**src/rtl/md_unit_iter.sv**
```systemverilog
// Multiply/divide unit with HI/LO for the EX stage: fixed-latency multiply/MAC,
// radix-2 restoring divider, busy/done handshake and flush.
module md_unit_iter #(
    parameter int WIDTH   = 32,
    parameter int MUL_LAT = 5
) (
    input  logic             clk,
    input  logic             reset,
    input  logic             start,
    input  logic [3:0]       op,
    input  logic [WIDTH-1:0] rs_val,
    input  logic [WIDTH-1:0] rt_val,
    input  logic             flush,
    output logic             busy,
    output logic             done,
    output logic [WIDTH-1:0] hi,
    output logic [WIDTH-1:0] lo
);
    localparam int CMAX = (WIDTH > MUL_LAT) ? WIDTH : MUL_LAT;
    localparam int CW   = $clog2(CMAX + 1);

    localparam logic [3:0] OP_MULT  = 4'd0;
    localparam logic [3:0] OP_MULTU = 4'd1;
    localparam logic [3:0] OP_DIV   = 4'd2;
    localparam logic [3:0] OP_DIVU  = 4'd3;
    localparam logic [3:0] OP_MADD  = 4'd4;
    localparam logic [3:0] OP_MADDU = 4'd5;
    localparam logic [3:0] OP_MSUB  = 4'd6;
    localparam logic [3:0] OP_MSUBU = 4'd7;
    localparam logic [3:0] OP_MTHI  = 4'd8;
    localparam logic [3:0] OP_MTLO  = 4'd9;

    typedef enum logic [1:0] {S_IDLE, S_MUL, S_DIV, S_FIX} state_t;

    state_t             state, state_nx;
    logic [CW-1:0]      cnt;
    logic [2*WIDTH-1:0] mul_res;
    logic [WIDTH-1:0]   hi_q, lo_q, quo, rem, dvs;
    logic               q_neg, r_neg, div_zero, done_q;

    logic op_mul, op_div, op_signed, op_add, op_sub;
    logic load_mul, load_div, wr_hi, wr_lo, fin_mul, fin_div, div_step, cnt_dec;

    logic [2*WIDTH-1:0] a_ext, b_ext, prod, mul_val;
    logic               a_neg, b_neg;
    logic [WIDTH-1:0]   a_abs, b_abs, q_fix, r_fix;
    logic [WIDTH:0]     r_sh, diff;

    always_comb begin
        op_mul    = op inside {OP_MULT, OP_MULTU, OP_MADD, OP_MADDU, OP_MSUB, OP_MSUBU};
        op_div    = op inside {OP_DIV, OP_DIVU};
        op_signed = op inside {OP_MULT, OP_DIV, OP_MADD, OP_MSUB};
        op_add    = op inside {OP_MADD, OP_MADDU};
        op_sub    = op inside {OP_MSUB, OP_MSUBU};
    end

    // The final HI:LO value is computed at the start edge and held until the latency expires.
    assign a_ext = {{WIDTH{op_signed & rs_val[WIDTH-1]}}, rs_val};
    assign b_ext = {{WIDTH{op_signed & rt_val[WIDTH-1]}}, rt_val};
    assign prod  = a_ext * b_ext;

    always_comb begin
        mul_val = prod;
        if (op_add)
            mul_val = {hi_q, lo_q} + prod;
        else if (op_sub)
            mul_val = {hi_q, lo_q} - prod;
    end

    assign a_neg = op_signed & rs_val[WIDTH-1];
    assign b_neg = op_signed & rt_val[WIDTH-1];
    assign a_abs = a_neg ? -rs_val : rs_val;
    assign b_abs = b_neg ? -rt_val : rt_val;

    assign r_sh  = {rem, quo[WIDTH-1]};
    assign diff  = r_sh - {1'b0, dvs};
    assign q_fix = div_zero ? '1 : (q_neg ? -quo : quo);
    assign r_fix = r_neg ? -rem : rem;

    always_comb begin
        state_nx = state;
        load_mul = 1'b0;
        load_div = 1'b0;
        wr_hi    = 1'b0;
        wr_lo    = 1'b0;
        fin_mul  = 1'b0;
        fin_div  = 1'b0;
        div_step = 1'b0;
        cnt_dec  = 1'b0;
        if (flush) begin
            state_nx = S_IDLE;
        end else begin
            case (state)
                S_IDLE: begin
                    if (start) begin
                        if (op_mul) begin
                            state_nx = S_MUL;
                            load_mul = 1'b1;
                        end else if (op_div) begin
                            state_nx = S_DIV;
                            load_div = 1'b1;
                        end else if (op == OP_MTHI) begin
                            wr_hi = 1'b1;
                        end else if (op == OP_MTLO) begin
                            wr_lo = 1'b1;
                        end
                    end
                end
                S_MUL: begin
                    if (cnt == '0) begin
                        state_nx = S_IDLE;
                        fin_mul  = 1'b1;
                    end else begin
                        cnt_dec = 1'b1;
                    end
                end
                S_DIV: begin
                    div_step = 1'b1;
                    if (cnt == '0)
                        state_nx = S_FIX;
                    else
                        cnt_dec = 1'b1;
                end
                S_FIX: begin
                    state_nx = S_IDLE;
                    fin_div  = 1'b1;
                end
                default: state_nx = S_IDLE;
            endcase
        end
    end

    always_ff @(posedge clk or negedge reset) begin
        if (!reset)
            state <= S_IDLE;
        else
            state <= state_nx;
    end

    always_ff @(posedge clk or negedge reset) begin
        if (!reset) begin
            cnt      <= '0;
            mul_res  <= '0;
            hi_q     <= '0;
            lo_q     <= '0;
            quo      <= '0;
            rem      <= '0;
            dvs      <= '0;
            q_neg    <= 1'b0;
            r_neg    <= 1'b0;
            div_zero <= 1'b0;
            done_q   <= 1'b0;
        end else begin
            done_q <= fin_mul | fin_div;
            if (load_mul) begin
                mul_res <= mul_val;
                cnt     <= CW'(MUL_LAT - 1);
            end
            if (load_div) begin
                quo      <= a_abs;
                rem      <= '0;
                dvs      <= b_abs;
                q_neg    <= a_neg ^ b_neg;
                r_neg    <= a_neg;
                div_zero <= (rt_val == '0);
                cnt      <= CW'(WIDTH - 1);
            end
            if (cnt_dec)
                cnt <= cnt - CW'(1);
            // Restoring step: keep the trial difference only when it did not borrow.
            if (div_step) begin
                quo <= {quo[WIDTH-2:0], ~diff[WIDTH]};
                rem <= diff[WIDTH] ? r_sh[WIDTH-1:0] : diff[WIDTH-1:0];
            end
            if (wr_hi)
                hi_q <= rs_val;
            if (wr_lo)
                lo_q <= rs_val;
            if (fin_mul)
                {hi_q, lo_q} <= mul_res;
            if (fin_div) begin
                hi_q <= r_fix;
                lo_q <= q_fix;
            end
        end
    end

    assign busy = (state != S_IDLE);
    assign done = done_q;
    assign hi   = hi_q;
    assign lo   = lo_q;
endmodule

```
**config.mk**
```make
export PLATFORM = sky130hd
export DESIGN_NAME = md_unit_iter
export DESIGN_NICKNAME = d
export VERILOG_FILES = /design/src/rtl/md_unit_iter.sv
export SDC_FILE = /design/constraint.sdc
export NUM_CORES = 2
export LEC_CHECK = 0
export CAP_MARGIN = 10
export CELL_PAD_IN_SITES_DETAIL_PLACEMENT = 1
export CELL_PAD_IN_SITES_GLOBAL_PLACEMENT = 1
export CORE_MARGIN = 8
export CORE_UTILIZATION = 51
export DETAILED_ROUTE_END_ITERATION = 8
export HOLD_SLACK_MARGIN = 0.15
export PLACE_DENSITY = 0.9
export SLEW_MARGIN = 20
export SYNTH_ARGS = -nofsm -noshare
export SYNTH_HDL_FRONTEND = slang
export SYNTH_SLANG_ARGS = --single-unit
```
**constraint.sdc**
```tcl
create_clock -name clk -period 4.55 [get_ports clk]
set_input_delay 0.455 -clock clk [delete_from_list [all_inputs] [get_ports clk]]
set_output_delay 0.455 -clock clk [all_outputs]
set_load 0.02 [all_outputs]
```
==> results of run 1 <==
-- synthesized netlist by cell type (all sizes together), types with 35 or more instances --
library cell     n  area (um^2)
a21o           101          759
and2           275         1720
and3            35          219
xor2            99          867
dfrtp          236         5910
nor3            53          265
nand2         1222         4590
a21oi          423         2130
a31oi           37          274
fa            1128        22600
nand3           67          340
o21bai          47          353
nand4           38          238
o31ai           43          328
buf             89          373
inv           1267         4760
o21ai          351         1760
nor2           307         1150
ha             385         4820
nor4            41          287
xnor2          184         1610
nand2b          43          269
clkbuf         359         1350
mux2i           43          430
-- through the flow --
stage          area (um^2)  setup slack, ps
2_1_floorplan        62000            -5110
3_3_place_gp         71500            -7210
3_5_place_dp         71500            -7540
4_1_cts              76500            -5580
-- routing by layer --
metal  GRT overflow  track usage [%]
met1             20             72.9
met2            175             88.7
met3             10             63.9
met4            137             74.0
met5              1             44.9
-- logic make-up after synthesis --
group | count (synthesis) | synth area share (%)
AO/OA/AOI/OAI | 1241 | 12.8
buffers and inverters | 1717 | 10.7
adder cells (fa/ha/maj) | 1513 | 45.4
flip-flops | 236 | 9.79
XOR/XNOR | 283 | 4.11
multiplexers | 44 | 0.732
AND/OR/NAND/NOR | 2201 | 16.5
-- timing repair --
| action | in CTS |
|---|---|
| gates cloned | 6 |
| gates resized for setup | 732 |
| hold buffers | 1 |
| hold endpoints to repair | 81 |
| pin swaps | 312 |
| setup endpoints to repair | 86 |
| setup buffers | 133 |
==> impl_metrics.json, run 1 <==
{
  "status": "aborted with a tool error",
  "stop_stage": "5_1_grt",
  "stop_error": "[ERROR GRT-0116] Global routing finished with congestion. Check the congestion regions in the DRC Viewer.",
  "htree_levels": 1,
  "grt_max_degree": 86,
  "die_h_um": 360,
  "grt_pass1_wl_um": 702000,
  "postSynth.asyncResetShare_pct": 100,
  "io_buffers": 137,
  "avgSynthCellArea_um2": 8.34,
  "cts-root-buf": "clkbuf_16",
  "ys.flop_type": "dfrtp_1",
  "syn-num-nets": 8820,
  "initial_core_util_pct": 51.2,
  "die_w_um": 360,
  "synth_edf_count": 0,
  "ys_types": 96,
  "synth-seq-cells": 236,
  "grt_overflow_total": 343,
  "clockBufferDepth": 3,
  "syn_area_mm2": 0.0603,
  "gp_congestion": 1.00,
  "num_rows": 126,
  "first_global_vias": 88400,
  "ioPinCount": 138,
  "numCtsBuffers": 26,
  "place.detailed.hpwl_um": 244000,
  "cts.sink_count": 236,
  "syn-instance-count": 7235,
  "synth_warnings": 0,
  "seq_area_frac_synth_pct": 9.79,
  "dpl.cell_count": 9558,
  "grt.total_usage_pct": 74.8
}
==> run 2: changes to the inputs <==
CELL_PAD_IN_SITES_DETAIL_PLACEMENT = not set   (was 1)
CELL_PAD_IN_SITES_GLOBAL_PLACEMENT = not set   (was 1)
CORE_UTILIZATION = 40   (was 51)
HOLD_SLACK_MARGIN = not set   (was 0.15)
PLACE_DENSITY = not set   (was 0.9)
PLACE_DENSITY_LB_ADDON = 0.15   (was not set)
==> run 2 against run 1 <==
Effect of this change: the flow now finishes, with violations (negative setup slack); synthesized cell count stayed put; area after synthesis stayed put.
==> impl_metrics.json, run 2 <==
{
  "status": "finished, violations left",
  "failed_checks": "negative setup slack",
  "synth_common_cells": "1,267 x inv_1, 1,222 x nand2_1, 1,128 x fa_1",
  "wl_met1_um": 102000,
  "max_stage_delay_ps": 600,
  "regArea_mm2": 0.00591,
  "postSynth.asyncResetShare_pct": 100,
  "core_mm2": 0.150,
  "met3WireLength_um": 16000,
  "slew_headroom_pct": 30.4,
  "cp.required_ps": 5010,
  "syn-instance-count": 7235,
  "n_fill_cell": 14200,
  "io_buffers": 137,
  "crit_type": "in -> reg",
  "ys_types": 96,
  "drc": 0,
  "worstRegToRegCells": 17,
  "synth_edf_count": 0,
  "dr.max_layer_used": "met5",
  "largest_register_ffs": 64,
  "first_pass_iters": 6,
  "rsz0062_at_grt": "yes",
  "yosys-top-cells-area": "fa_1 37%, dfrtp_1 9.8%, ha_1 8.0%, inv_1 7.9%, nand2_1 7.6%",
  "period_needed_ps": 9800,
  "antenna_found_initial": 21,
  "layout-drive-gt1-share_pct": 23.9,
  "syn-num-nets": 8820,
  "initial_core_util_pct": 40.3,
  "synth_warnings": 0,
  "die_w_um": 404,
  "grt_overflow_total": 0,
  "cts.sink_count": 236,
  "multi_input_area_mm2": 0.0519,
  "critPathTopFamily": "adder cells",
  "ioPinCount": 138,
  "final_common_cell": "inv_1",
  "first_global_vias": 56600,
  "slew_violations": 0,
  "hold_depth": 5,
  "largest_register": "mul_res",
  "postRouteWirelength_um": 229000,
  "min_path_type": "in -> reg",
  "ff2ff_setup_slack_ps": 350,
  "cts_tree": "built",
  "hold_violations": 0,
  "fmax_ghz": 0.102,
  "nNetsFinal": 9755,
  "gp_congestion": 0.981,
  "crit_slowest_cell": "fa_2",
  "synth.most_common_cell": "inv_1",
  "syn_area_mm2": 0.0603,
  "place.detailed.hpwl_um": 191000,
  "reg2reg_from": "quo[31]$_DFFE_PN0P_",
  "finalSetupViolCount": 58,
  "clk_latency_ps": 590,
  "clockBufferDepth": 3,
  "num_vias": 54400,
  "final_util_pct": 51.9,
  "avgSynthCellArea_um2": 8.34,
  "cp-start-kind": "input port",
  "grt_max_degree": 83,
  "antenna_left": 0,
  "die_h_um": 404,
  "numCtsBuffers": 26,
  "drt_iter0_drc": 4427,
  "tightest_slew_ps": 1040,
  "clk_pin_slew_worst_paths_ps": 70,
  "syn_to_final_growth_pct": 28.8,
  "post-route-period-util_pct": 215,
  "drv_cap": 0,
  "synth-seq-cells": 236,
  "fin_ws_ps": -5250,
  "cp-end-kind": "register",
  "path_max_fanout": 6,
  "worstPathArrival_ps": 10260,
  "final_cell_mix": "1,220 x inv_1, 1,195 x nand2_1, 1,082 x fa_1",
  "holdCritStartpoint": "rs_val[11]",
  "grt_pass1_wl_um": 351000,
  "num_rows": 142,
  "cts-root-buf": "clkbuf_16",
  "ys.flop_type": "dfrtp_1",
  "cp_num_buf_inv": 9,
  "timing.rr.end": "rem[4]$_DFFE_PN0P_",
  "yosysTopAreaCell": "fa_1",
  "dieArea_mm2": 0.164,
  "viasPerCell": 5.32,
  "synth_top_area_share_pct": 37.4,
  "min_to": "quo[11]$_DFFE_PN0P_",
  "seq_area_frac_synth_pct": 9.79,
  "wl_met2_um": 104000,
  "dp_slack_ps": -6810,
  "htree_levels": 1,
  "fin_worst_skew_ps": 25.6,
  "grt.total_usage_pct": 27.8,
  "wl_per_cell_um": 22.4
}
==> run 2: kinds of logic after synthesis <==
family / count (synthesis) / share of synthesized area [%]
AO/OA/AOI/OAI: 1241 / 12.8
XOR/XNOR: 283 / 4.11
adder cells (fa/ha/maj): 1513 / 45.4
buffers and inverters: 1717 / 10.7
flip-flops: 236 / 9.79
multiplexers: 44 / 0.732
AND/OR/NAND/NOR: 2201 / 16.5
==> run 2: timing repair <==
| action | CTS | global route |
|---|---|---|
| endpoints found under the hold margin | 79 | 0 |
| hold buffers | 1 | 0 |
| buffers inserted | 69 | 32 |
| gates cloned | 3 | 0 |
| pin swaps | 233 | 152 |
| gates resized for setup | 549 | 258 |
| setup endpoints to repair | 59 | 59 |
==> run 2: final cells by class <==
class / count / area share (%)
repair buffers: 1355 / 14.9
well taps: 2016 / 3.25
clock buffers: 32 / 0.945
flip-flops and latches: 236 / 7.60
inverters: 1269 / 6.18
multi-input cells: 5282 / 66.7
clock inverters: 15 / 0.338
diodes: 13 / 0.0419
==> run 2: layer usage <==
layer	track usage, %	vias up
met5	0	-
met4	7.44	8
met3	3.34	287
met2	44.7	1814
met1	39.7	27800
li1	-	24500
==> run 2: worst max-delay path by stage <==
stage / from / to / slack [ps] / cells past startpoint
floorplan: rs_val[19] / mul_res[62]$_DFFE_PN0P_ / -5110 / 42
global placement: rt_val[0] / mul_res[63]$_DFFE_PN0P_ / -6760 / 41
detailed placement: rt_val[1] / mul_res[63]$_DFFE_PN0P_ / -6810 / 41
CTS: op[3] / mul_res[63]$_DFFE_PN0P_ / -5260 / 45
global route: op[3] / mul_res[63]$_DFFE_PN0P_ / -5560 / 41
finish: op[3] / mul_res[63]$_DFFE_PN0P_ / -5250 / 41
==> run 2: stage by stage <==
step | hold slack, ps | setup TNS, ps | cells | instance area, um^2
6_report | 394 | -232600 | 10200 | 77700
3_5_place_dp | 469 | -312960 | 10100 | 72300
5_1_grt | 447 | -248870 | 10200 | 77700
3_3_place_gp | 465 | -310110 | 10100 | 72300
4_1_cts | 373 | -229720 | 10200 | 76400
2_1_floorplan | 159 | -211250 | 7235 | 62000
==> run 2: tightest hold or removal path, stage by stage <==
cell,delay [ps]
buf_6,130
o21ai_0,80
a21oi_1,60
a21oi_1,100
o21ai_0,80
Power of run 2 is left out: the tool's default activity adds up to more than one toggle a clock period on the data nets, which glitch-free logic cannot reach.
